==> src/rtl/mc_controller.sv <==
// Purpose : multi-cycle MIPS-subset main controller; Moore FSM steering datapath muxes, strobes and ALU op.
// Latency : per instruction from FETCH to next FETCH: lw 5, sw 4, R-type 4, beq 3, j 3, addi/slti 4, illegal 2.
// Backpres: none; advances one state per clk, no stall input. pc_en in BRANCH follows zero combinationally.
//
// Ports:
//   clk, rst_n          rising-edge clock, asynchronous active-low reset
//   opcode, funct, zero instruction fields IR[31:26] / IR[5:0] and ALU zero flag
//   pc_en, iord, mem_read, mem_write, ir_write, reg_dst, mem_to_reg, reg_write  datapath strobes/selects
//   alu_src_a, alu_src_b, pc_src, alu_ctrl   ALU / PC steering
//   state                current FSM state (debug)
//
// Build option: define IMM_ARITH_EN to add addi/slti via IMM_EXEC/IMM_WB (states 10/11).
module mc_controller (
    input  logic       clk,
    input  logic       rst_n,
    input  logic [5:0] opcode,
    input  logic [5:0] funct,
    input  logic       zero,
    output logic       pc_en,
    output logic       iord,
    output logic       mem_read,
    output logic       mem_write,
    output logic       ir_write,
    output logic       reg_dst,
    output logic       mem_to_reg,
    output logic       reg_write,
    output logic       alu_src_a,
    output logic [1:0] alu_src_b,
    output logic [1:0] pc_src,
    output logic [2:0] alu_ctrl,
    output logic [3:0] state
);

    typedef enum logic [3:0] {
        S_FETCH    = 4'd0,
        S_DECODE   = 4'd1,
        S_MEM_ADR  = 4'd2,
        S_MEM_RD   = 4'd3,
        S_MEM_WB   = 4'd4,
        S_MEM_WR   = 4'd5,
        S_EXEC     = 4'd6,
        S_ALU_WB   = 4'd7,
        S_BRANCH   = 4'd8,
        S_JUMP     = 4'd9,
        S_IMM_EXEC = 4'd10,
        S_IMM_WB   = 4'd11
    } state_t;

    localparam logic [2:0] ALU_AND = 3'b000;
    localparam logic [2:0] ALU_OR  = 3'b001;
    localparam logic [2:0] ALU_ADD = 3'b010;
    localparam logic [2:0] ALU_OFF = 3'b011;
    localparam logic [2:0] ALU_SUB = 3'b110;
    localparam logic [2:0] ALU_SLT = 3'b111;

    localparam logic [5:0] OP_RTYPE = 6'b000000;
    localparam logic [5:0] OP_J     = 6'b000010;
    localparam logic [5:0] OP_BEQ   = 6'b000100;
    localparam logic [5:0] OP_ADDI  = 6'b001000;
    localparam logic [5:0] OP_SLTI  = 6'b001010;
    localparam logic [5:0] OP_LW    = 6'b100011;
    localparam logic [5:0] OP_SW    = 6'b101011;

    localparam logic [5:0] FN_ADD = 6'b100000;
    localparam logic [5:0] FN_SUB = 6'b100010;
    localparam logic [5:0] FN_AND = 6'b100100;
    localparam logic [5:0] FN_OR  = 6'b100101;
    localparam logic [5:0] FN_SLT = 6'b101010;

    state_t state_q;
    state_t state_d;
    logic   funct_ok;

    always_ff @(posedge clk or negedge rst_n) begin
        if (!rst_n) begin
            state_q <= S_FETCH;
        end else begin
            state_q <= state_d;
        end
    end

    assign state = state_q;

    always_comb begin
        state_d    = state_q;
        pc_en      = 1'b0;
        iord       = 1'b0;
        mem_read   = 1'b0;
        mem_write  = 1'b0;
        ir_write   = 1'b0;
        reg_dst    = 1'b0;
        mem_to_reg = 1'b0;
        reg_write  = 1'b0;
        alu_src_a  = 1'b0;
        alu_src_b  = 2'b00;
        pc_src     = 2'b00;
        alu_ctrl   = ALU_OFF;
        funct_ok   = (funct == FN_ADD) || (funct == FN_SUB) || (funct == FN_AND) ||
                     (funct == FN_OR)  || (funct == FN_SLT);

        case (state_q)
            S_FETCH: begin
                mem_read  = 1'b1;
                ir_write  = 1'b1;
                alu_src_b = 2'b01;
                alu_ctrl  = ALU_ADD;
                pc_en     = 1'b1;
                state_d   = S_DECODE;
            end
            S_DECODE: begin
                // Speculative branch target: PC+4 + (imm << 2) into ALUOut.
                alu_src_b = 2'b11;
                alu_ctrl  = ALU_ADD;
                case (opcode)
                    OP_LW, OP_SW: state_d = S_MEM_ADR;
                    OP_RTYPE:     state_d = S_EXEC;
                    OP_BEQ:       state_d = S_BRANCH;
                    OP_J:         state_d = S_JUMP;
`ifdef IMM_ARITH_EN
                    OP_ADDI, OP_SLTI: state_d = S_IMM_EXEC;
`endif
                    default:      state_d = S_FETCH;
                endcase
            end
            S_MEM_ADR: begin
                alu_src_a = 1'b1;
                alu_src_b = 2'b10;
                alu_ctrl  = ALU_ADD;
                // An opcode that is neither lw nor sw here means IR changed; drop back without touching memory.
                if (opcode == OP_LW) begin
                    state_d = S_MEM_RD;
                end else if (opcode == OP_SW) begin
                    state_d = S_MEM_WR;
                end else begin
                    state_d = S_FETCH;
                end
            end
            S_MEM_RD: begin
                mem_read = 1'b1;
                iord     = 1'b1;
                state_d  = S_MEM_WB;
            end
            S_MEM_WB: begin
                reg_write  = 1'b1;
                mem_to_reg = 1'b1;
                state_d    = S_FETCH;
            end
            S_MEM_WR: begin
                mem_write = 1'b1;
                iord      = 1'b1;
                state_d   = S_FETCH;
            end
            S_EXEC: begin
                alu_src_a = 1'b1;
                case (funct)
                    FN_ADD:  alu_ctrl = ALU_ADD;
                    FN_SUB:  alu_ctrl = ALU_SUB;
                    FN_AND:  alu_ctrl = ALU_AND;
                    FN_OR:   alu_ctrl = ALU_OR;
                    FN_SLT:  alu_ctrl = ALU_SLT;
                    default: alu_ctrl = ALU_OFF;
                endcase
                state_d = S_ALU_WB;
            end
            S_ALU_WB: begin
                reg_dst   = 1'b1;
                reg_write = funct_ok;
                state_d   = S_FETCH;
            end
            S_BRANCH: begin
                alu_src_a = 1'b1;
                alu_ctrl  = ALU_SUB;
                pc_src    = 2'b01;
                // Only Mealy output: take the branch in the same cycle the compare resolves.
                pc_en     = zero;
                state_d   = S_FETCH;
            end
            S_JUMP: begin
                pc_src  = 2'b10;
                pc_en   = 1'b1;
                state_d = S_FETCH;
            end
`ifdef IMM_ARITH_EN
            S_IMM_EXEC: begin
                alu_src_a = 1'b1;
                alu_src_b = 2'b10;
                alu_ctrl  = (opcode == OP_SLTI) ? ALU_SLT : ALU_ADD;
                state_d   = S_IMM_WB;
            end
            S_IMM_WB: begin
                reg_write = 1'b1;
                state_d   = S_FETCH;
            end
`endif
            default: begin
                state_d = S_FETCH;
            end
        endcase

        // Reset masks every strobe immediately, without waiting for a clock edge.
        if (!rst_n) begin
            state_d    = S_FETCH;
            pc_en      = 1'b0;
            iord       = 1'b0;
            mem_read   = 1'b0;
            mem_write  = 1'b0;
            ir_write   = 1'b0;
            reg_dst    = 1'b0;
            mem_to_reg = 1'b0;
            reg_write  = 1'b0;
            alu_src_a  = 1'b0;
            alu_src_b  = 2'b00;
            pc_src     = 2'b00;
            alu_ctrl   = ALU_OFF;
        end
    end

endmodule

==> config.mk <==
export PLATFORM = sky130hd
export DESIGN_NAME = mc_controller
export DESIGN_NICKNAME = d
export VERILOG_FILES = /design/src/rtl/mc_controller.sv
export SDC_FILE = /design/constraint.sdc
export NUM_CORES = 1
export LEC_CHECK = 0
export ABC_AREA = 1
export CAP_MARGIN = 20
export CELL_PAD_IN_SITES_DETAIL_PLACEMENT = 0
export CELL_PAD_IN_SITES_GLOBAL_PLACEMENT = 1
export CORE_MARGIN = 3
export CORE_UTILIZATION = 21
export DETAILED_ROUTE_END_ITERATION = 6
export PLACE_DENSITY_LB_ADDON = 0.1
export REMOVE_ABC_BUFFERS = 1
export SETUP_SLACK_MARGIN = 0.5
export SLEW_MARGIN = 15
export SYNTH_ARGS = -nofsm -noshare
export SYNTH_HDL_FRONTEND = slang
export SYNTH_SLANG_ARGS = --single-unit
==> constraint.sdc <==
create_clock -name clk -period 1.3 [get_ports clk]
set_clock_uncertainty 0.2 [all_clocks]
set_input_delay 0.195 -clock clk [delete_from_list [all_inputs] [get_ports clk]]
set_output_delay 0.195 -clock clk [all_outputs]
set_load 0.03 [all_outputs]
**Word level (Yosys, flattened, before mapping)**

Cells that the tools add are included.

- Output and inout port bits: 20
- Register bits: 4
- Input bits: 15

- Mux-type cells: 30
- Reduce and logical (&&, ||, !) cells: 12
- Eq/ne operators: 18

Operator list:

| operator | count |
|---|---|
| == test 6 bit (second input constant) | 7 |
| one-hot mux 4 bit (5 select lines) | 1 |
| == test 4 x 3 -> 1 bit (second input constant) | 4 |
| two-way mux 1 bit | 16 |
| one-hot mux 4 bit (4 select lines) | 1 |
| one-hot mux 3 bit (5 select lines) | 1 |
| two-way mux 3 bit | 3 |
| one-hot mux 3 bit (3 select lines) | 1 |
| == test 4 x 2 -> 1 bit (second input constant) | 2 |
| == test 4 bit (second input constant) | 2 |
| OR reduction 2 bit | 4 |
| == test 6 x 2 -> 1 bit (second input constant) | 1 |
| == test 6 x 3 -> 1 bit (second input constant) | 1 |
| zero test 6 bit | 1 |
| one-hot mux 2 bit (3 select lines) | 1 |
| OR reduction 3 bit | 2 |
| == test 4 x 1 -> 1 bit (second input constant) | 1 |
| zero test 4 bit | 1 |
| logical OR 1 bit | 4 |
| two-way mux 2 bit | 2 |
| two-way mux 4 bit | 1 |
| one-hot mux 1 bit (2 select lines) | 2 |
| one-hot mux 2 bit (2 select lines) | 1 |

**Logic depth before layout (Yosys ltp)**

Gate-level depths: netlist of run 1.

- Depth in word-level cells: 7
- Depth in mapped cells: 9
- Mapped depth without buffers: 9

**Worst setup path after synthesis of run 1**

Ideal clock, no wire load.

- Path type: reg-to-output
- From: register state_q[2] (netlist: state[2])
- To: output port alu_src_b[1]
- Buffers on the path: 0
- Path slack: -839 ps
- Required time: 905 ps
- Data arrival time: 1744 ps
- Cell stages (with the launch flop): 4
- Cells stage by stage: dfrtp_1 nor2_4 inv_2 nor4_1

- Cells in the longest elaborated chain, start to end: 3
- Elaborated cells on any way between the ends: 5

RTL lines:

| what | line | RTL |
|---|---|---|
| from (decl) | 70 | `state_t state_q;` |
| from (signal assigned) | 78 | `state_q <= state_d;` |
| == test 4 x 2 -> 1 bit (tied with other cells) | 101 | `case (state_q)` |
| one-hot mux 2 bit (3 select lines) (*) | 101 |  |
| two-way mux 2 bit (*) | 201 | `if (!rst_n) begin` |
| to (decl) | 28 | `output logic [1:0] alu_src_b,` |

Mark *: on every way between the ends. The rest lies on a longest branch, timed or not.

**Final worst setup path of run 1**

- From: register state_q[3] (netlist: state[3])
- To: output port alu_src_b[1]

Same word-level chain as after synthesis.

==> results of run 1 <==
==> layer usage <==
metal / part of all wire (%) / GRT usage, % / vias to the layer above
met5: 0 / 0 / -
met4: 0.87 / 2.85 / 0
met3: 6.4 / 2.59 / 2
met2: 51 / 20.1 / 33
met1: 42 / 17.2 / 420
li1: - / - / 497
==> placed cells by master, fill, tap and decap left out, drive strengths merged <==
| cell type | count |
|---|---|
| a21oi | 6 |
| buf | 51 |
| clkbuf | 3 |
| clkdlybuf4s50 | 9 |
| dfrtp | 4 |
| dlygate4sd2 | 1 |
| dlymetal6s2s | 4 |
| inv | 24 |
| nand2 | 29 |
| nand2b | 1 |
| nand3 | 13 |
| nand4 | 2 |
| nor2 | 30 |
| nor3 | 2 |
| nor4 | 2 |
| o211ai | 1 |
| o21ai | 1 |
| o22ai | 1 |
==> power breakdown <==
group	internal (W)	total, W	leakage [nW]	switching (W)
clock	0.000103	0.000154	0.0138	0.0000507
combinational	0.000135	0.000273	0.698	0.000138
sequential	0.000129	0.000136	0.0498	0.00000727
total	0.000367	0.000563	0.761	0.000196
==> metrics by stage <==
stage	util (%)	worst slack (ns)	hold WS [ns]	setup TNS [ns]
finish	53.8	-0.520	0.103	-8.98
global route	53.8	-0.649	0.110	-11.01
CTS	48.1	-0.551	0.0981	-9.45
detailed placement	42.6	-0.555	0.352	-7.66
global placement	42.6	-0.524	0.338	-7.42
floorplan	-	-0.839	-0.301	-8.47
==> worst register-to-register path, cell delays in order, from the launching register on <==
cell and delay, ns:
sky130_fd_sc_hd__dfrtp_1 0.40, sky130_fd_sc_hd__buf_6 0.13, sky130_fd_sc_hd__nor2_4 0.19, sky130_fd_sc_hd__inv_2 0.10, sky130_fd_sc_hd__buf_6 0.13, sky130_fd_sc_hd__buf_6 0.12
sky130_fd_sc_hd__nor2_4 0.13, sky130_fd_sc_hd__nand3_2 0.09, sky130_fd_sc_hd__nand3_2 0.07, sky130_fd_sc_hd__nand2_1 0.04, sky130_fd_sc_hd__inv_1 0.04
==> worst max-delay path by stage <==
stage                         from      endpoint  slack (ns)  depth (start not counted)
after detailed placement  funct[2]   alu_ctrl[1]       -0.56                          9
after global routing      state[3]  alu_src_b[1]       -0.65                          5
after CTS                 state[3]          iord       -0.55                          5
after global placement    funct[2]   alu_ctrl[1]       -0.52                          9
after floorplan           state[2]  alu_src_b[1]       -0.84                          3
final                     state[3]  alu_src_b[1]       -0.52                          5
==> repair_timing <==
action / 4_1_cts / 5_1_grt
hold buffers: 0 / 0
pin swaps: 4 / 16
hold endpoints to repair: 0 / 0
buffers inserted: 2 / 5
setup endpoints to repair: 24 / 24
resized for setup: 32 / 33
==> kinds of logic (layout without fill, tap and decap cells) <==
group	count (synthesis)	count (layout)
buffers and inverters	24	92
AO/OA/AOI/OAI	9	9
flip-flops	4	4
AND/OR/NAND/NOR	79	79
==> final cells by class <==
cell class | instances | area, um2 | area share [%]
multi-input cells | 88 | 556 | 39.2
repair buffers | 65 | 607 | 42.8
well taps | 30 | 37.5 | 2.65
flip-flops and latches | 4 | 104 | 7.32
inverters | 24 | 92.6 | 6.53
clock buffers | 3 | 22.5 | 1.59
==> impl_summary.md, run 1 <==
Floorplanning
The total area inside the core boundary comes to between 2000 and 3000 um2. The boundary pin count is 35. The height of the die is 60.1 um. The floorplan step set the die width to between 60 and 70 um. The area of the die is about 3600 um2.

The number of placement rows is 18. The initial core utilization is between 20% and 30%.

Setup path
The critical path is of the flip-flop to output pin type. The worst setup path is launched from a flip-flop. The minimum setup slack among reg-to-reg paths is -0.41 ns. The number of buffers and inverters on the critical path is 3. The launch instance of the worst register-to-register path is state[3].

The maximum single-stage delay on the critical path is 0.40 ns. The worst-path maximum fanout is 6. The critical path goes through buf_6 -> nor2_4 -> inv_2 -> nor4_2 -> buf_4.

The family with the most delay on the worst path is buffers and inverters. Counting cells, the worst reg-to-reg path comes to 10. The largest individual stage delay along the critical path comes from the cell sky130_fd_sc_hd__dfrtp_1.

At the worst endpoint, the arrival time is about 1.4 ns. The critical path required time is about 0.90 ns. The sort of element at the end of the critical path is an output pin. The worst flop-to-flop path endpoint is state[1].

Yosys
Yosys attributes the largest share of cell area to sky130_fd_sc_hd__dfrtp_1 (16%), sky130_fd_sc_hd__nand2_1 (16%), sky130_fd_sc_hd__nor2_1 (15%), sky130_fd_sc_hd__inv_1 (12%), sky130_fd_sc_hd__nand3_1 (11%). The synthesis-stage register bit count is 4. sky130_fd_sc_hd__nand2_1 is the most common cell in the netlist.

The number of enable-type register cells in the synthesized netlist is 0. The synthesized-area fraction occupied by xor and xnor cells is 0%. Sorting the synthesized cells by how often they occur yields sky130_fd_sc_hd__nand2_1 (26), sky130_fd_sc_hd__nor2_1 (24), sky130_fd_sc_hd__inv_1 (20). The fraction of registers with async set/reset is 100%. Summing the areas of all compound-gate instances in the mapped netlist gives around 8.6% of the synthesized area. The sequential cell area fraction in the yosys report is approximately 16%.

The main combinational cell family by area after synthesis is simple AND/OR/NAND/NOR gates. Of the post-synthesis cell area, the part taken by muxes is 0%. Summed over its instances, the top area cell type makes up 16.3% of the synthesized netlist area. In the synthesized netlist the dominant register cell turns out to be sky130_fd_sc_hd__dfrtp_1.

Summing the areas of all and, or, nand and nor instances in the mapped netlist gives between 60 and 70% of the synthesized area. Yosys printed 0 warnings. The post-synthesis instance total is 116. The most area-hungry cell type in the Yosys netlist is sky130_fd_sc_hd__dfrtp_1. A synthesized cell averages 5.30 um2. The synthesized-area fraction occupied by adder cells is 0%.

The cell area after synthesis is between 600 and 700 um2. Synthesis instantiated 20 different standard cells from the library.

Global route
Entering global routing, the biggest net connects 9 pins. The via count of the first global-routing pass is slightly above 800. Summed over all layers, the global routing overflow is 0.

The number of antenna violations at the first check in global routing is 0. The global-route wire length before repair is around 3500 um. The global routing usage summed across all routing layers is around 13%.

Run status
The checks that failed: setup timing. The run finished, with violations left.

Final layout
The flip-flop count of the largest register, all copies and words added is 4. The final cell area excluding filler cells is approximately 1400 um2. The antenna diode count is 0. The total of fill cells in the finished design is roughly 290. After the last flow step, the layout net total stands at 201.

The share of final-layout standard cells stronger than drive strength 1 is between 50% and 60%. From synthesis to final layout, the design area changed by 131%. The non-filler instance count after layout is roughly 210.

CTS
Buffers inserted during clock tree synthesis total 3. The clock-pin transition on the worst setup and hold timing paths is 0.04 ns. The tree is rooted in a sky130_fd_sc_hd__clkbuf_4.

The clock passes through at most 2 buffers. TritonCTS built the clock tree. CTS built an H-tree with a depth of 1.

The clock insertion delay at the later pin of the skew report is roughly 0.24 ns. The clock net sink count is 4.

Power and ir drop
Overall power consumption after layout is estimated at 0.000563 W. In this run the static leakage power is between 0.7 and 0.8 nW. The peak supply drop is between 0.4 and 0.5 mV. The total power per unit cell area is 397 nW/um2.

STA
The number of slew-limit violations in the final report was 0. Setup repair after global routing could not meet its margin everywhere. The worst path uses 140% of the clock period. The highest clock rate is approximately 550 MHz. The final-report hold violation count is 0. Headroom to the max-slew limit came out at a little over four fifths. Counting I/O delays and the setup requirement, the final critical path takes 1.82 ns. The final number of setup-violating endpoints is 24.

In the post-route analysis, the smallest setup slack over all paths is -0.520 ns. The transition at the pin with the smallest max-transition slack is between 0.2 and 0.25 ns.

Routing
The total routed wirelength is roughly 2200 um. Dividing the detail-routed wire length by the instance count gives just over 10 um. The routed layout has approximately 950 vias. The routed via count divided by cell count is around 4.4. The remaining antenna violation count is 0. In the routed design, unresolved DRC markers number 0.

For this run, the detailed router's first-pass iteration total came to 4. The detailed router finished its first iteration with 15 violations.

Place
The count of input and output buffers is 34. The instance area at placement is 1120 um2. The placed wire-length estimate after detailed placement is ~1700 um. Once placement completed, the tool counted placed cells totaling about 200. The final estimated routing congestion in global placement is about 0.76.

Min path
The class of the most critical hold timing path is input port to asynchronous set/reset pin.

Run
The number of max-cap violations is 0.
Note: power is estimated with default switching activity, not from simulation.
==> run 2, diff against run 1 <==
CORE_UTILIZATION = 25   (was 21)
clock period = 2.15 ns   (was 1.3 ns; I/O delays follow)
==> impl_summary.md, run 2 (synthesis gave the netlist of run 1 again) <==
Setup path
The maximum single-stage delay on the critical path is approximately 0.45 ns. STA puts the critical path data arrival time at between 1 and 1.5 ns. The launch instance of the worst register-to-register path is state[2]. The worst setup path is captured at an output pin. The critical path goes through nor2_4 -> inv_4 -> nor4_4 -> buf_6. Of all nets on the critical path, the largest fanout is 6.

Counting cells, the worst reg-to-reg path comes to 8. The critical path contains buffers and inverters numbering 2 combined. On the critical path, the stage with the largest delay is an instance of sky130_fd_sc_hd__dfrtp_2. In this design, the largest share of critical-path delay is due to simple AND/OR/NAND/NOR gates. STA classifies the critical path startpoint as a flip-flop. The minimum setup slack among reg-to-reg paths is approximately 0.63 ns. The critical path class is flip-flop to output pin. STA puts the critical path data required time at between 1.5 and 2 ns. The worst register-to-register path ends at state[2].

Routing
The initial DRC count is 9. The total iterations of the first detailed-routing run is 4. The post-detailed-route DRC marker count is 0. The routed via count divided by cell count is ~4.6. The via count of the routed design is 911. After detailed routing, the total wire length is 2130 um. The remaining antenna violation count is 0. Dividing the detail-routed wire length by the instance count gives roughly 11 um.

STA
The relative max-transition margin is about 80%. After layout, the worst path uses ~90% of the clock period. The final-report hold violation count is 0. At the pin with the least slew margin, the transition time is 0.302 ns. The highest clock rate is between 500 and 600 MHz.

The final number of setup-violating endpoints is 0. The final critical delay including setup and external delays is about 1.9 ns. The number of slew-limit violations in the final report is 0.

Setup repair after global routing could not meet its margin everywhere. The final setup slack of the worst path is 0.226 ns.

Power and ir drop
VDD sags by at most 0.291 mV. Net switching is 35.5% of the power. Per report_power, the combinational group accounts for between 40% and 50% of the total. In this run the static leakage power is 0.645 nW.

The overall power is roughly 0.00032 W. The sequential fraction of design power is between 20% and 30%. The total power per unit cell area is about 250 nW/um2.

The clock group share of total power is between 20% and 30%. The total internal power is 0.000205 W. Summed over all nets, the switching power comes to roughly 0.00011 W.

CTS
The clock insertion delay at the later pin of the skew report is 0.23 ns. The clock-pin transition on the worst setup and hold timing paths is roughly 0.040 ns. In this run the clock root is driven by a sky130_fd_sc_hd__clkbuf_4. The tree built by TritonCTS fans out to 4 sinks.

TritonCTS created 3 clock buffers. CTS built an H-tree with a depth of 1. The clock passes through at most 2 buffers. The clock tree from TritonCTS is done.

Min path
The worst hold path was traced through 3 stages. The worst hold path terminates at state[0]. The hold path startpoint is rst_n.

The class of the most critical hold timing path is input port to flip-flop.

Run
The number of max-cap violations is 0.

Global route
The first global-routing pass estimated 3650 um of wire. The number of antenna violations at the first check in global routing is 0. The total global routing overflow is 0. Global routing used between 10% and 20% of the available tracks. The via count of the first global-routing pass is 903.

The largest net degree at the start of global routing is 11.

Place
The count of buffers added on input and output ports is 34. The congestion estimate from routability-driven global placement came to 0.733. The placed wire-length estimate after detailed placement is around 1600 um.

OpenSTA, run right after detailed placement, puts the worst setup slack at 0.0393 ns. The instance area at placement is about 1000 um2.

Run status
The flow ran to the end, and the final reports show no timing, DRC or antenna violations.

Final layout
The post-synthesis to final-layout area growth is 105%. The final cell area excluding filler cells is between 1000 and 1500 um2. The share of final-layout standard cells stronger than drive strength 1 is 46.2%.

Leaving out fill and tap cells, the most frequent cell in the layout is sky130_fd_sc_hd__buf_4. In the final layout, flip-flops and latches occupy around 100 um2. The flip-flop count of the largest register, all copies and words added is 4. The net count of the finished layout is roughly 190.

In the layout the commonest cells are sky130_fd_sc_hd__buf_4 (21), sky130_fd_sc_hd__nand2_1 (20), sky130_fd_sc_hd__nor2_1 (19). The area of the multi-input gates is 528 um2. The total of fill cells in the finished design is about 240. 0 antenna diodes ended up in the layout.

Floorplanning
The core region is 2280 um2. The height of the die is 55.6 um. The floorplan has 17 rows. The floorplan step defined a die boundary enclosing around 3100 um2.

35 I/O pins were placed. The initial utilization of the core area, before any placement, comes to 27.0%. The die extent in x is around 56 um.
[run 2: changes by cell type in the layout (fill, tap and decap cells not counted), sizes merged]
cell / previous run / this run
dlymetal6s2s: 4 / 0
clkdlybuf4s15: 0 / 1
dlygate4sd2: 1 / 9
clkbuf: 3 / 4
clkdlybuf4s50: 9 / 7
dlygate4sd3: 0 / 1
buf: 51 / 33
[run 2: area by class of cell]
| cell class | instances | share of cell area [%] |
|---|---|---|
| inverter | 24 | 7.55 |
| sequential | 4 | 8.24 |
| multi-input combinational | 88 | 41.9 |
| timing repair buffer | 52 | 37.7 |
| clock buffer | 3 | 1.79 |
| tap | 28 | 2.78 |
[run 2: per-layer routing]
| layer | track usage (%) | wire, um |
|---|---|---|
| met1 | 17.0 | 908 |
| met4 | 4.17 | 4 |
| met5 | 0 | 0 |
| met2 | 25.0 | 1110 |
| met3 | 2.32 | 107 |
[run 2: how the worst max path moves through the flow]
stage / cells past startpoint / to / start
floorplan: 3 / alu_src_b[1] / state[2]
global placement: 7 / alu_ctrl[2] / funct[5]
detailed placement: 7 / alu_ctrl[2] / funct[5]
CTS: 5 / pc_en / state[2]
global route: 6 / pc_en / state[2]
finish: 4 / alu_src_b[1] / state[2]
[run 2: repair_timing]
action                                  4_1_cts  5_1_grt
gates resized for setup                      52        9
hold buffers                                  1        0
pin swaps                                    20        5
buffers inserted                             12        2
endpoints found under the setup margin       20       18
endpoints found under the hold margin         4        0
[run 2: stage by stage]
stage	TNS, ns	util (%)	cells	hold slack, ns
after floorplan	-0.178	-	116	-0.173
after global placement	0	42.7	181	0.429
after detailed placement	0	42.7	181	0.428
after CTS	0	53.1	197	0.431
after global routing	0	55.4	199	0.455
final	0	55.4	199	0.435
[run 2: power groups by stage]
stage	logic (W)	clock network (W)	registers, W
2_1_floorplan	0.0000543	0	0.0000851
3_3_place_gp	0.000118	0	0.0000820
3_5_place_dp	0.000119	0	0.0000820
4_1_cts	0.000137	0.0000960	0.0000814
5_1_grt	0.000155	0.000104	0.0000816
6_report	0.000144	0.0000923	0.0000811
[run 2: worst reg2reg max path: cells and delay by family, from the launching register on]
kind          cells  cell delay, ns
buf+inv           3            0.25
flops             1            0.45
simple gates      5            0.56
==> run 3, diff against run 2 <==
CORE_UTILIZATION = 39   (was 25)
DONT_BUFFER_PORTS = 1   (was not set)
GPL_TIMING_DRIVEN = 0   (was not set)
==> impl_summary.md, run 3 (synthesis gave the netlist of run 1 again) <==
Run status
The run finished, with violations left. The final reports fail on setup timing.

STA
The final critical delay including setup and external delays is around 2.3 ns. Based on the critical path, the design can be clocked at up to around 440 MHz. Measured against its own limit, the worst slew margin works out to a little under three fifths. Setup violations remaining at the end of the flow were counted as 4. The setup TNS after final layout is -0.266 ns. The number of slew-limit violations in the final report is 0. After layout, the worst setup slack is -0.111 ns. In the finished design, the share of the clock period the worst path needs comes to 105%.

At the pin with the least slew margin, the transition time is 0.657 ns. The final-report hold violation count is 0. Setup repair after global routing could not meet its margin everywhere.

CTS
In this run the number of H-tree levels came out at 1. The maximum root-to-sink buffer count is 2. After clock tree synthesis, the clock-pin slew on the worst setup and hold paths is about 0.040 ns. For this design, the sink count on the clock tree is 4. At the later pin of the worst-skew pair, clock insertion delay measures around 0.25 ns.

TritonCTS built the clock tree. The number of buffers created by CTS is 3. The cell sitting at the root of the clock tree is a sky130_fd_sc_hd__clkbuf_4.

Global route
Global routing consumed, over all layers together, 19.6% of the routing resources. The via count of the first global-routing pass is 696. The first global-routing pass estimated around 3000 um of wire. The largest net degree at the start of global routing is 11. The number of antenna violations at the first check in global routing is 0. The total global routing overflow is 0.

Routing
The routed layout has between 800 and 900 vias. After detailed routing, the number of remaining DRC violations is 0. The routed via count divided by cell count is 5.67. The total routed wirelength is ~2500 um. In the final routed layout, each cell accounts on average for roughly 17 um. The total iterations of the first detailed-routing run is 4. The initial DRC count is 23. In this run the remaining antenna-violating nets after routing total 0.

Final layout
The register with the most flip-flops in the layout has 4 of them. The antenna diode count is 0. In the final design database the tool counted around 150 nets. The most common cell after layout, fill and taps aside is sky130_fd_sc_hd__nor2_1. Cells with a size suffix above 1 make up between 50% and 60% of the layout. The post-synthesis to final-layout area growth is 74.9%.

In the layout the commonest cells are sky130_fd_sc_hd__nor2_1 (20), sky130_fd_sc_hd__nand2_1 (15), sky130_fd_sc_hd__inv_1 (12).

Power and ir drop
The peak supply drop is between 0.3 and 0.4 mV. The relative contribution of combinational cells to total power is a little over a third. The net switching component of the power is about 0.00013 W.

The reported leakage power is roughly 0.52 nW. The internal power of the cells totals 0.000173 W. Per report_power, the sequential group accounts for between 20% and 30% of the total. The total power per unit cell area is approximately 280 nW/um2. Net switching is 42.1% of the power. The clock group share of total power is 35.6%. The design draws roughly 0.00030 W.

Run
The number of max-cap violations is 0.

Floorplanning
The total area inside the core boundary comes to 1380 um2. In this run the vertical extent of the chip is around 46 um. The die extent in x is approximately 46 um.

35 I/O pins were placed. The die covers between 2000 and 2500 um2. The number of placement rows is 13.

The initial core utilization is approximately 44%.

Setup path
The critical path required time is approximately 1.6 ns. The worst flop-to-flop path endpoint is state[3]. The maximum single-stage delay on the critical path is between 0.5 and 0.6 ns. The launch instance of the worst register-to-register path is state[2].

Setup slack on the worst reg-to-reg path comes out at around 0.17 ns. The setup path with the least slack is of type flip-flop to output pin. The worst-path maximum fanout is 3. The worst setup path is launched from a flip-flop. The sort of element at the end of the critical path is an output pin. Counting both buffers and inverters, the worst setup path holds a total of 2. On the critical path, the stage with the largest delay is an instance of sky130_fd_sc_hd__dfrtp_2. Measured in cells, the most critical reg-to-reg path has a length of 7. The family with the most delay on the worst path is simple AND/OR/NAND/NOR gates.

Walking the worst path, the cells encountered are inv_4 -> buf_6 -> nor4_4 -> nor2_1 -> nand2_2. The worst endpoint data arrival time is approximately 1.7 ns.

Min path
The number of cells on the worst hold path is 2. The class of the most critical hold timing path is input port to flip-flop. The hold path startpoint is opcode[2].

For hold timing, the worst endpoint is state[3].

Place
Detailed placement ended at an HPWL of ~1300 um. The final estimated routing congestion in global placement is 0.765. The count of buffers added on input and output ports is 0.
## run 3: power by group through the flow
| stage | clock network [W] | registers, W | logic (W) |
|---|---|---|---|
| floorplan | 0 | 0.0000851 | 0.0000543 |
| global placement | 0 | 0.0000859 | 0.0000610 |
| detailed placement | 0 | 0.0000860 | 0.0000625 |
| CTS | 0.000100 | 0.0000862 | 0.0000831 |
| global route | 0.000107 | 0.0000887 | 0.000111 |
| finish | 0.000107 | 0.0000882 | 0.000104 |
## run 3: through the flow
step / std cells / hold WS [ns] / util (%) / instance area [um2] / worst slack, ns
floorplan: 116 / -0.173 / - / 614 / -0.117
CTS: 142 / 0.0843 / 62.4 / 863 / -0.0717
detailed placement: 132 / -0.173 / 46.2 / 638 / -0.210
finish: 150 / 0.120 / 77.7 / 1070 / -0.111
global placement: 131 / -0.173 / 45.8 / 633 / -0.241
global route: 150 / 0.114 / 77.7 / 1070 / -0.177
## run 3: how the worst max path moves through the flow
stage,start,endpoint,slack [ns],cells past startpoint
5_1_grt,state[3],pc_en,-0.18,5
3_5_place_dp,state[0],pc_en,-0.21,4
4_1_cts,state[1],pc_en,-0.07,5
6_report,state[3],pc_en,-0.11,5
2_1_floorplan,state[2],alu_src_b[1],-0.12,3
3_3_place_gp,state[2],alu_src_b[1],-0.24,3
## run 3: worst register-to-register path: cells and delay by family (launching register included)
family          cells  cell delay (ns)
compound gates      1             0.16
simple gates        3             0.72
buf+inv             3             0.29
flops               1             0.53
## run 3: final cells by class
class | count | area, um2
clock buffers | 3 | 22.5
fillers | 89 | 308
inverters | 24 | 118
multi-input cells | 88 | 656
flip-flops and latches | 4 | 108
well taps | 15 | 18.8
repair buffers | 16 | 153
## run 3: routing by layer
layer | track usage (%) | routed length (um)
met1 | 25.6 | 968
met2 | 33.1 | 1210
met3 | 3.16 | 230
met4 | 5.11 | 73
met5 | 0 | 0
## run 3: what timing repair did
item / in CTS / in global routing
buffers inserted: 6 / 8
hold endpoints to repair: 6 / 0
gates cloned: 0 / 0
resized for setup: 46 / 37
hold buffers: 1 / 0
setup endpoints to repair: 17 / 20
pin swaps: 12 / 18
